==> src/rtl/riscv_top.sv <==
// Unsigned WIDTH-bit adder built as a two-level carry-lookahead tree.
// The output is purely combinational. clock and reset exist only for interface compatibility.
module riscv_top #(
  parameter int WIDTH = 32
) (
  input  logic             clock,
  input  logic             reset,
  input  logic [WIDTH-1:0] a,
  input  logic [WIDTH-1:0] b,
  output logic [WIDTH-1:0] sum
);

  localparam int NG = WIDTH / 4;

  if (WIDTH <= 0 || (WIDTH % 4) != 0) begin : g_bad_width
    $error("riscv_top: WIDTH must be a positive multiple of 4");
  end

  logic [WIDTH-1:0] g;   // per-bit generate
  logic [WIDTH-1:0] p;   // per-bit propagate
  logic [WIDTH-1:0] c;   // carry into each bit
  logic [NG-1:0]    gg;  // group generate
  logic [NG-1:0]    gp;  // group propagate
  logic [NG-1:0]    gc;  // group carry-in

  assign g = a & b;
  assign p = a ^ b;

  // Level 1: each 4-bit group derives its internal carries from its own carry-in only.
  for (genvar j = 0; j < NG; j++) begin : g_group
    localparam int B = 4 * j;

    assign c[B]   = gc[j];
    assign c[B+1] = g[B]   | (p[B]   & gc[j]);
    assign c[B+2] = g[B+1] | (p[B+1] & g[B])
                  | (p[B+1] & p[B]   & gc[j]);
    assign c[B+3] = g[B+2] | (p[B+2] & g[B+1])
                  | (p[B+2] & p[B+1] & g[B])
                  | (p[B+2] & p[B+1] & p[B] & gc[j]);

    assign gg[j] = g[B+3] | (p[B+3] & g[B+2])
                 | (p[B+3] & p[B+2] & g[B+1])
                 | (p[B+3] & p[B+2] & p[B+1] & g[B]);
    assign gp[j] = &p[B+3:B];
  end

  // Level 2: each group carry-in is a flat sum of products over the lower groups.
  // Bit 0 has no carry-in, so these products never depend on another group carry.
  always_comb begin
    logic term;
    // NOTE: always_comb uses blocking '=' and assigns every output before reading it,
    // so no latch is inferred. The loops unroll into parallel AND/OR terms, not a ripple chain.
    gc   = '0;
    term = 1'b0;
    for (int j = 1; j < NG; j++) begin
      for (int k = 0; k < j; k++) begin
        term = gg[k];
        for (int m = k + 1; m < j; m++) begin
          term = term & gp[m];
        end
        gc[j] = gc[j] | term;
      end
    end
  end

  assign sum = p ^ c;

  // The carry-out is intentionally discarded. clock and reset drive no logic.
  logic unused_sink;
  assign unused_sink = clock ^ reset ^ gg[NG-1] ^ gp[NG-1];

endmodule

==> config.mk <==
export PLATFORM = sky130hd
export DESIGN_NAME = riscv_top
export DESIGN_NICKNAME = d
export VERILOG_FILES = /design/src/rtl/riscv_top.sv
export SDC_FILE = /design/constraint.sdc
export NUM_CORES = 1
export LEC_CHECK = 0
export BUFFER_PORTS_ARGS = -buffer_cell sky130_fd_sc_hd__buf_2
export CAP_MARGIN = 20
export CORE_MARGIN = 3
export CORE_UTILIZATION = 49
export DETAILED_ROUTE_END_ITERATION = 10
export PLACE_DENSITY_LB_ADDON = 0.15
export SYNTH_ARGS = -nofsm -noshare
export SYNTH_HDL_FRONTEND = slang
export SYNTH_SLANG_ARGS = --single-unit
==> constraint.sdc <==
create_clock -name vclk -period 6.8
set_input_delay 0.34 -clock vclk [all_inputs]
set_output_delay 0.34 -clock vclk [all_outputs]
set_load 0.02 [all_outputs]
==> impl_metrics.json <==
{
  "drv_slew": 0,
  "grt-ovfl-total": 0,
  "ant_nets": 0,
  "grt_pass1_wl_um": 5740,
  "seq_cell_count": 0,
  "rsz0062_at_grt": "no",
  "die_area_mm2": 0.003787,
  "fin_crit_ns": 3.105,
  "hp-class": "primary input to primary output",
  "die_x_um": 61.54,
  "synth_commonest_cells": "31 x ha_1, 21 x a21oi_1, 18 x nand2_1, 15 x nor2_1, 12 x xor2_1",
  "startpoint_type": "primary input",
  "hold_ws_ns": 1.010,
  "io-pin-count": 98,
  "fmax_mhz": 322.1,
  "hpwlAfterDp_um": 3217,
  "drc": 0,
  "nNetsFinal": 392,
  "cts_setup_buffers": 0,
  "dpl.cell_count": 316,
  "fin_util_pct": 71.05,
  "port_buffers": 96,
  "cts_hold_buffers": 0,
  "gp_congestion": 0.8140,
  "powerDensity_mw_per_mm2": 123.2,
  "max_slew_margin_pct": 64.69,
  "grt_max_degree": 9,
  "crit_top_cell": "buf_2",
  "leakagePower_nw": 1.098,
  "cp_top_family": "compound AO/OA/AOI/OAI gates",
  "final-seq-area_um2": 0,
  "syn-instance-count": 190,
  "crit_cells": 11,
  "gr-usage-all-layers_pct": 18.26,
  "ys_seq_area_share_pct": 0,
  "slowest_delay_ns": 0.37,
  "crit_path_end_kind": "primary output",
  "cap_violations": 0,
  "yosysMostFrequentCell": "ha_1",
  "avgSynthCellArea_um2": 7.955,
  "hold_path_depth": 3,
  "worst_pin_slew_ns": 0.5251,
  "synth_top_area_share_pct": 25.66,
  "coreArea_mm2": 0.002853,
  "instances_no_fill": 316,
  "syn-num-nets": 295,
  "setup_violations": 0,
  "startpoint": "a[1]",
  "syn2layout_area_growth_pct": 34.11,
  "n_antenna_cell": 0,
  "yosys-top-cells-area": "ha_1 26%, fa_1 11%, a21oi_1 7.0%",
  "n_clock_buffer": 0,
  "totalWireLength_um": 3540,
  "antenna_found_initial": 0,
  "num_vias": 1716,
  "hold_viol": 0,
  "worstPathRequired_ns": 6.46,
  "drive_above_1_share_pct": 37.54,
  "drt_iter0_drc": 49,
  "synth_area_leader_cell": "ha_1",
  "ir_worst_vdd_v": 0.00007356,
  "path_cells": "buf_2, ha_1, a211oi_2, o21bai_2, a311oi_4, a21oi_1, o21bai_1, a21o_1, fa_1, xor2_1, buf_2",
  "status": "completed",
  "cts_resized": 0,
  "path_buf_inv": 2,
  "die_h_um": 61.54,
  "crit_end": "sum[29]",
  "crit_type": "primary input to primary output",
  "fin_crit_sh_pct": 45.66,
  "viasPerCell": 5.430,
  "path_max_fanout": 6,
  "syn-cell-area_mm2": 0.001511,
  "setup_tns_ns": 0,
  "core.rowCount": 19,
  "grt_pass1_vias": 1518,
  "yosysWarnings": 0,
  "crit_slowest_cell": "fa_1",
  "crit_arrival_ns": 2.76,
  "yosysUniqueCellTypes": 44,
  "drt_pass1_iterations": 4,
  "start_util_pct": 52.98,
  "wire_per_inst_um": 11.20
}
==> report_power, final <==
group	internal, mW	total (mW)	leakage, nW	switching, mW
Clock	0	0	0	0
Combinational	0.101	0.250	1.10	0.149
Sequential	0	0	0	0
==> logic make-up after synthesis <==
group                      count (synthesis)  share of synthesized area, %
and+or+nand+nor                           48                         15.23
AOI/OAI and AO/OA                         70                         33.28
buffers and inverters                     12                         2.980
adders and majority gates                 39                         36.26
xor gates and xnor gates                  20                         11.59
muxes                                      1                        0.6623
==> worst min-delay path, cell delays in order <==
cell   delay, ns
buf_2       0.08
ha_1        0.10
buf_2       0.15
==> layout by cell type (no fill, tap or decap), types with 3 or more instances in the layout <==
cell type	Yosys	final
xnor2_1	8	8
fa_1	8	8
a31oi_1	5	5
inv_1	11	11
buf_2	0	96
nor2_1	15	15
xor2_1	12	12
o21a_1	3	3
nand2_1	18	18
ha_1	31	31
nand2b_1	4	4
o21ai_1	5	5
o21ai_0	7	7
a21o_1	6	6
a21oi_1	21	21
==> per-layer routing <==
metal | GRT usage [%] | vias to the layer above | wire length (µm)
met2 | 35.58 | 53 | 1778
li1 | - | 902 | -
met3 | 0 | 2 | 207
met4 | 1.515 | 0 | 21
met1 | 23.16 | 759 | 1533
met5 | 0 | - | 0
==> worst min-delay path by stage <==
stage                     startpoint     end  slack (ns)
after floorplan                 b[0]  sum[0]        0.88
after global placement          b[0]  sum[0]        1.01
after detailed placement        b[0]  sum[0]        1.01
after CTS                       b[0]  sum[0]        1.02
after global routing            b[0]  sum[0]        1.04
final                           b[0]  sum[0]        1.01
==> per-stage QoR <==
| step | instance area, µm² | power [mW] | worst slack (ns) |
|---|---|---|---|
| 2_1_floorplan | 1511 | 0.1788 | 3.902 |
| 3_3_place_gp | 2027 | 0.2472 | 3.726 |
| 3_5_place_dp | 2027 | 0.2505 | 3.683 |
| 4_1_cts | 2027 | 0.2518 | 3.680 |
| 5_1_grt | 2027 | 0.2774 | 3.539 |
| 6_report | 2027 | 0.2497 | 3.695 |
==> layout make-up <==
type	instances	area (µm²)
Multi-Input combinational cell	178	1466
Timing Repair Buffer	96	480.5
Tap cell	31	38.79
Inverter	11	41.29
Fill cell	254	825.8
(Power assumes the default switching activity.)
